`src/rtl/usi_csr_master_if.sv`:
```
// ============================================================================
//  Module      : usi_csr_master_if
//  Description : Command/response handshake and USI bus signals of the CSR
//                master, bundled with master (DUT) and slave (driver) views.
//  Revision    : 1.0 - initial release
// ============================================================================
`default_nettype none

interface usi_csr_master_if #(
   parameter int pBusAdrsBit = 32
);
   // command channel
   logic                   iCmdValid;
   logic                   oCmdReady;
   logic                   iCmdWrite;
   logic [pBusAdrsBit-1:0] iCmdAdrs;
   logic [31:0]            iCmdWd;
   // USI bus
   logic [31:0]            oMUsiWd;
   logic [pBusAdrsBit-1:0] oMUsiAdrs;
   logic                   oMUsiWCke;
   logic [31:0]            iMUsiRd;
   logic                   iMUsiREd;
   // response channel
   logic                   oRspValid;
   logic                   iRspReady;
   logic [31:0]            oRspRd;
   logic                   oRspWrite;
   logic                   oRspErr;
   logic                   oBusy;

   modport master (
      input  iCmdValid, iCmdWrite, iCmdAdrs, iCmdWd,
      output oCmdReady,
      output oMUsiWd, oMUsiAdrs, oMUsiWCke,
      input  iMUsiRd, iMUsiREd,
      output oRspValid, oRspRd, oRspWrite, oRspErr, oBusy,
      input  iRspReady
   );

   modport slave (
      output iCmdValid, iCmdWrite, iCmdAdrs, iCmdWd,
      input  oCmdReady,
      input  oMUsiWd, oMUsiAdrs, oMUsiWCke,
      output iMUsiRd, iMUsiREd,
      input  oRspValid, oRspRd, oRspWrite, oRspErr, oBusy,
      output iRspReady
   );
endinterface

`default_nettype wire

```
`src/rtl/usi_csr_master.sv`:
```
// ============================================================================
//  Module      : usi_csr_master
//  Description : Single-outstanding CSR master. Turns a valid/ready command
//                into one USI write pulse or an addressed read with timeout,
//                then holds a response until it is accepted.
//  Revision    : 1.0 - initial release
// ============================================================================
`default_nettype none

module usi_csr_master #(
   parameter int pBusAdrsBit   = 32,
   parameter int pTimeout      = 255,
   parameter int pTimeoutWidth = 8
) (
   input  wire logic          iSysClk,
   input  wire logic          iSysRstn,
   usi_csr_master_if.master   bus
);

   typedef enum logic [2:0] {
      IDLE  = 3'd0,
      WR    = 3'd1,
      RSET  = 3'd2,
      RWAIT = 3'd3,
      RESP  = 3'd4
   } state_t;

   // last counter value before a read is declared failed
   localparam logic [pTimeoutWidth-1:0] tmo_last = pTimeoutWidth'(pTimeout - 1);

   state_t                   state, state_nxt;
   logic [pTimeoutWidth-1:0] cnt, cnt_nxt;
   logic [pBusAdrsBit-1:0]   adrs_q, adrs_nxt;
   logic [31:0]              wd_q, wd_nxt;
   logic                     wcke_q, wcke_nxt;
   logic                     valid_q, valid_nxt;
   logic [31:0]              rd_q, rd_nxt;
   logic                     rspwr_q, rspwr_nxt;
   logic                     err_q, err_nxt;

   // Next state plus the values every registered output takes in that state.
   // The address register doubles as the latched command address, and the
   // write-data register holds the latched data only for the WR cycle.
   always_comb begin
      state_nxt = state;
      cnt_nxt   = cnt;
      adrs_nxt  = adrs_q;
      wd_nxt    = 32'd0;
      wcke_nxt  = 1'b0;
      valid_nxt = valid_q;
      rd_nxt    = rd_q;
      rspwr_nxt = rspwr_q;
      err_nxt   = err_q;
      case (state)
         IDLE: begin
            if (bus.iCmdValid) begin
               adrs_nxt = bus.iCmdAdrs;
               if (bus.iCmdWrite) begin
                  state_nxt = WR;
                  wcke_nxt  = 1'b1;
                  wd_nxt    = bus.iCmdWd;
               end else begin
                  state_nxt = RSET;
               end
            end
         end
         WR: begin
            // posted write: respond without any slave acknowledgement
            state_nxt = RESP;
            valid_nxt = 1'b1;
            rd_nxt    = 32'd0;
            rspwr_nxt = 1'b1;
            err_nxt   = 1'b0;
         end
         RSET: begin
            // read-valid here still refers to the previous address
            state_nxt = RWAIT;
            cnt_nxt   = '0;
         end
         RWAIT: begin
            if (bus.iMUsiREd) begin
               state_nxt = RESP;
               valid_nxt = 1'b1;
               rd_nxt    = bus.iMUsiRd;
               rspwr_nxt = 1'b0;
               err_nxt   = 1'b0;
            end else if (cnt == tmo_last) begin
               state_nxt = RESP;
               valid_nxt = 1'b1;
               rd_nxt    = 32'd0;
               rspwr_nxt = 1'b0;
               err_nxt   = 1'b1;
            end else begin
               cnt_nxt = cnt + 1'b1;
            end
         end
         RESP: begin
            if (bus.iRspReady) begin
               state_nxt = IDLE;
               valid_nxt = 1'b0;
            end
         end
         default: begin
            state_nxt = IDLE;
         end
      endcase
   end

   // State and output registers, cleared asynchronously.
   always_ff @(posedge iSysClk or negedge iSysRstn) begin
      if (!iSysRstn) begin
         state   <= IDLE;
         cnt     <= '0;
         adrs_q  <= '0;
         wd_q    <= 32'd0;
         wcke_q  <= 1'b0;
         valid_q <= 1'b0;
         rd_q    <= 32'd0;
         rspwr_q <= 1'b0;
         err_q   <= 1'b0;
      end else begin
         state   <= state_nxt;
         cnt     <= cnt_nxt;
         adrs_q  <= adrs_nxt;
         wd_q    <= wd_nxt;
         wcke_q  <= wcke_nxt;
         valid_q <= valid_nxt;
         rd_q    <= rd_nxt;
         rspwr_q <= rspwr_nxt;
         err_q   <= err_nxt;
      end
   end

   assign bus.oCmdReady = (state == IDLE);
   assign bus.oBusy     = (state != IDLE);
   assign bus.oMUsiAdrs = adrs_q;
   assign bus.oMUsiWd   = wd_q;
   assign bus.oMUsiWCke = wcke_q;
   assign bus.oRspValid = valid_q;
   assign bus.oRspRd    = rd_q;
   assign bus.oRspWrite = rspwr_q;
   assign bus.oRspErr   = err_q;

endmodule

`default_nettype wire

```
`src/flat_wrapper.sv`:
```
// flat-port wrapper written by rule: the top's interface ports become plain ports
module usi_csr_master_flat 
#(
   parameter int pBusAdrsBit   = 32,
   parameter int pTimeout      = 255,
   parameter int pTimeoutWidth = 8
)
  (iSysClk, iSysRstn, bus_iCmdValid, bus_iCmdWrite, bus_iCmdAdrs, bus_iCmdWd, bus_oCmdReady, bus_oMUsiWd, bus_oMUsiAdrs, bus_oMUsiWCke, bus_iMUsiRd, bus_iMUsiREd, bus_oRspValid, bus_oRspRd, bus_oRspWrite, bus_oRspErr, bus_oBusy, bus_iRspReady);
  usi_csr_master_if #(.pBusAdrsBit(pBusAdrsBit)) bus_i ();
  input  wire logic iSysClk;
  input  wire logic iSysRstn;
  input wire logic [$bits(bus_i.iCmdValid)-1:0] bus_iCmdValid;
  input wire logic [$bits(bus_i.iCmdWrite)-1:0] bus_iCmdWrite;
  input wire logic [$bits(bus_i.iCmdAdrs)-1:0] bus_iCmdAdrs;
  input wire logic [$bits(bus_i.iCmdWd)-1:0] bus_iCmdWd;
  output wire logic [$bits(bus_i.oCmdReady)-1:0] bus_oCmdReady;
  output wire logic [$bits(bus_i.oMUsiWd)-1:0] bus_oMUsiWd;
  output wire logic [$bits(bus_i.oMUsiAdrs)-1:0] bus_oMUsiAdrs;
  output wire logic [$bits(bus_i.oMUsiWCke)-1:0] bus_oMUsiWCke;
  input wire logic [$bits(bus_i.iMUsiRd)-1:0] bus_iMUsiRd;
  input wire logic [$bits(bus_i.iMUsiREd)-1:0] bus_iMUsiREd;
  output wire logic [$bits(bus_i.oRspValid)-1:0] bus_oRspValid;
  output wire logic [$bits(bus_i.oRspRd)-1:0] bus_oRspRd;
  output wire logic [$bits(bus_i.oRspWrite)-1:0] bus_oRspWrite;
  output wire logic [$bits(bus_i.oRspErr)-1:0] bus_oRspErr;
  output wire logic [$bits(bus_i.oBusy)-1:0] bus_oBusy;
  input wire logic [$bits(bus_i.iRspReady)-1:0] bus_iRspReady;
  assign bus_i.iCmdValid = bus_iCmdValid;
  assign bus_i.iCmdWrite = bus_iCmdWrite;
  assign bus_i.iCmdAdrs = bus_iCmdAdrs;
  assign bus_i.iCmdWd = bus_iCmdWd;
  assign bus_oCmdReady = bus_i.oCmdReady;
  assign bus_oMUsiWd = bus_i.oMUsiWd;
  assign bus_oMUsiAdrs = bus_i.oMUsiAdrs;
  assign bus_oMUsiWCke = bus_i.oMUsiWCke;
  assign bus_i.iMUsiRd = bus_iMUsiRd;
  assign bus_i.iMUsiREd = bus_iMUsiREd;
  assign bus_oRspValid = bus_i.oRspValid;
  assign bus_oRspRd = bus_i.oRspRd;
  assign bus_oRspWrite = bus_i.oRspWrite;
  assign bus_oRspErr = bus_i.oRspErr;
  assign bus_oBusy = bus_i.oBusy;
  assign bus_i.iRspReady = bus_iRspReady;
  usi_csr_master #(.pBusAdrsBit(pBusAdrsBit), .pTimeout(pTimeout), .pTimeoutWidth(pTimeoutWidth)) u_core (.iSysClk(iSysClk), .iSysRstn(iSysRstn), .bus(bus_i));
endmodule
```
`config.mk`:
```
export PLATFORM = sky130hd
export DESIGN_NAME = usi_csr_master_flat
export DESIGN_NICKNAME = d
export VERILOG_FILES = /design/src/rtl/usi_csr_master_if.sv /design/src/rtl/usi_csr_master.sv /design/src/flat_wrapper.sv
export SDC_FILE = /design/constraint.sdc
export NUM_CORES = 1
export LEC_CHECK = 0
export ABC_AREA = 1
export CORE_MARGIN = 5
export CORE_UTILIZATION = 35
export CTS_BUF_LIST = sky130_fd_sc_hd__clkbuf_8
export CTS_CLUSTER_DIAMETER = 150
export CTS_CLUSTER_SIZE = 25
export DETAILED_ROUTE_END_ITERATION = 12
export GPL_ROUTABILITY_DRIVEN = 0
export PLACE_DENSITY = 0.7
export SLEW_MARGIN = 20
export SYNTH_ARGS = -nofsm -noshare
export SYNTH_HDL_FRONTEND = slang
export SYNTH_SLANG_ARGS = --single-unit
```
`constraint.sdc`:
```
create_clock -name iSysClk -period 1.9 [get_ports iSysClk]
set_clock_uncertainty 0.1 [all_clocks]
set_input_delay 0.38 -clock iSysClk [delete_from_list [all_inputs] [get_ports iSysClk]]
set_output_delay 0.38 -clock iSysClk [all_outputs]
set_load 0.02 [all_outputs]
```
==> summary.txt <==
Status
  • Outcome: complete, no violations

Power and ir drop
  • Net Switching: 3.28 mW
  • Clock network power share: between 10% and 20%
  • Combinational fraction of design power: roughly 45%
  • Seq pwr share: between 30% and 40%
  • Switching Share: 38.2%
  • P_int: 5.30 mW
  • Pwr/cell area: around 1300 nW/um2
  • VDD IR max: 0.607 mV
  • Pleak: 3.72 nW
  • Design Power: 8.59 mW

Worst setup path
  • Worst reg2reg setup slack: 0.18 ns
  • Worst path slowest cell: clkdlybuf4s50_1
  • CP Capture Type: primary output
  • Crit path DAT: about 1.4 ns
  • Worst path top cell family by delay: buffers and inverters
  • Critical Path Max Stage Delay: 0.63 ns
  • Crit path launch type: flop
  • Worst-path fanout max: 2
  • Kind of critical path: flop to primary output
  • Bufs and invs on worst path: 1
  • Data required time of the worst path: 1.42 ns
  • Worst path depth: 1
  • CP cell instances: clkdlybuf4s50_1
  • Cells on worst reg2reg path: 9

Place
  • DP Worst Slack: 0.0688 ns
  • Dpl hpwl: around 9000 um
  • Post-Place Cells: 850
  • Port Buffer Count: 203

GRT
  • Vias in the first global route: just over 4,000
  • Largest net degree at the start of global routing: between 100 and 150
  • Gr usage total: 16.8%
  • GRT overflow: 0
  • Antenna violations before repair: 0
  • First-pass GRT wire length: just under 20,000 um

Timing
  • Finish-stage setup viols: 0
  • Setup TNS after final layout: 0 ns
  • Setup ws final: 0.0508 ns
  • Fmax: 541 MHz
  • Slew HR: 58.8%
  • Final min period: 1.85 ns
  • Slew @ Worst Pin: 0.617 ns
  • RSZ-0062 raised after global routing: no
  • Tcrit/Tclk final: a little over nine tenths
  • Fin. Hold Viols: 0
  • Max-slew violation count: 0

CTS
  • CTS tree: done
  • CTS clk-pin slew, worst paths: 0.10 ns
  • Cts bufs inserted: 9
  • CTS root buf: clkbuf_8
  • Clk_lat worst skew: 0.37 ns
  • CTS H-tree depth: 3
  • Clock buffer depth: 2
  • CTS sink cnt: 111

Synth
  • Most common cell in the netlist: nand2_1
  • Top cells by count, synth: nand2_1 (203), dfrtp_1 (111), nor2_1 (48), inv_1 (41), nand3_1 (39)
  • Mapped cell area: 4360 um2
  • Synth top area cells: dfrtp_1 (64%), nand2_1 (17%), nand3_1 (4.5%)
  • Area leader, netlist: dfrtp_1
  • Seq/Total Area, Yosys: 63.7%
  • Ys Warns: 0
  • EDFF count, synth: 0
  • Yosys reg bits: around 110
  • Synth top area share: 63.7%
  • Post-synth ARST share: 100%
  • Mean post-synth cell area: 8.93 um2
  • Most used DFF post-synth: dfrtp_1
  • Net Count, Synth: 592
  • Mapped Cells: roughly 500
  • Distinct cells, synth: 22

Die
  • Core ar.: around 12,000 um2
  • Die Area: between 10,000 and 15,000 um2
  • Initial core utilization: a little over a third
  • FP Rows: 40
  • Die X: 122 um
  • Die height: 122 um
  • Top Ports: 204

Route
  • Vias/cell: 4.44
  • DR vias: 3,853
  • WL/cell: 14.2 um
  • # DRC: 0
  • Remaining antenna violation count after routing: 0
  • 1st-pass router iterations: 4
  • Total wire length: approximately 12,000 um
  • Initial DRC count: 229

Cells and area
  • Post-Layout Cell Count: 867
  • Layout cells sized above 1: 5.58%
  • Core Util, Final: a little under three fifths
  • Nets@finish: between 700 and 800
  • Area Growth Syn to Fin: 57.4%
  • ANT cells: 0

Job
  • Max Cap Violations: 0

Hold path
  • Worst hold path type: flop to flop
  • Hold depth: 2
[registers in the layout, summed over array words and instances (netlist names)]
name / flops
u_core.bus.oMUsiWd: 32
u_core.bus.oRspValid: 1
u_core.cnt: 8
u_core.bus.oRspRd: 32
u_core.state: 3
u_core.bus.oMUsiAdrs: 32
u_core.bus.oMUsiWCke: 1
u_core.bus.oRspErr: 1
u_core.bus.oRspWrite: 1
[routing by layer]
metal / vias to the layer above / global-route usage, % / share of wire (%)
met4: 0 / 7.56 / 2.5
met2: 159 / 26.7 / 46
met3: 20 / 7.06 / 9.9
met5: - / 0 / 0
met1: 1794 / 20.0 / 41
li1: 1880 / - / -
[worst reg2reg max path: cells and delay by family, from the launching register on]
kind | cells | cell delay (ns)
buf+inv | 1 | 0.11
flops | 1 | 0.41
simple gates | 6 | 0.72
fa+ha+maj | 1 | 0.16
compound gates | 1 | 0.08
[final timing paths]
path | from | endpoint
hold reg to reg | u_core.bus.oMUsiAdrs[15] | u_core.bus.oMUsiAdrs[15]
hold / removal | u_core.bus.oMUsiAdrs[15] | u_core.bus.oMUsiAdrs[15]
min in group asynchronous | iSysRstn | u_core.bus.oRspRd[4]
max in group asynchronous | iSysRstn | u_core.bus.oMUsiWd[30]
setup / recovery | u_core.bus.oMUsiAdrs[22] | bus_oMUsiAdrs[22]
setup reg to reg | u_core.cnt[0] | u_core.bus.oRspWrite
[kinds of logic after synthesis]
kind of cell | synth area share [%]
adder cells (fa/ha/maj) | 0.574
AND/OR/NAND/NOR | 27.8
flip-flops | 63.7
AO/OA/AOI/OAI | 1.32
XOR/XNOR | 0.201
buffers and inverters | 6.43
[metrics by stage]
stage                     area, um2  hold slack, ns
after floorplan                4360         -0.0156
after global placement         6600           0.353
after detailed placement       6600           0.358
after CTS                      6800           0.381
after global routing           6860           0.379
final                          6860           0.375
[cells in the final DEF, fill, tap and decap left out]
master	n
xor2_1	1
dlygate4sd3_1	1
clkbuf_8	10
buf_4	7
buf_2	1
o21bai_1	1
o21ai_0	3
nand2_2	3
ha_1	2
a21oi_1	7
nand2_8	1
bufinv_16	1
nand3_1	39
dlymetal6s2s_1	22
nor3b_1	1
nand2_1	202
clkbuf_2	1
clkinv_2	3
inv_2	4
inv_1	43
or2_2	1
nor2_2	1
buf_12	3
clkdlybuf4s50_1	178
dfrtp_1	111
buf_6	1
nor4_1	1
nor2_4	2
nor2_1	48
[layout make-up]
type | instances | area, um2
inverter | 45 | 169
multi-input combinational | 313 | 1310
timing repair buffer | 214 | 2200
tap | 168 | 210
sequential | 111 | 2780
fill | 1096 | 5250
clock inverter | 6 | 52.6
clock buffer | 10 | 138
[power groups by stage]
stage / sequential (mW) / combinational, mW / clock, mW
floorplan: 4.19 / 1.13 / 0
CTS: 3.37 / 3.94 / 1.45
global placement: 3.38 / 3.86 / 0
detailed placement: 3.41 / 3.93 / 0
global route: 3.44 / 4.18 / 1.56
finish: 3.36 / 3.84 / 1.39
[what timing repair did]
item                       4_1_cts  5_1_grt
setup endpoints to repair        2       89
hold buffers                     1        0
hold endpoints to repair        52        0
gates resized for setup          5       27
setup buffers                    0        0
Note: power is estimated with default switching activity, not from simulation.
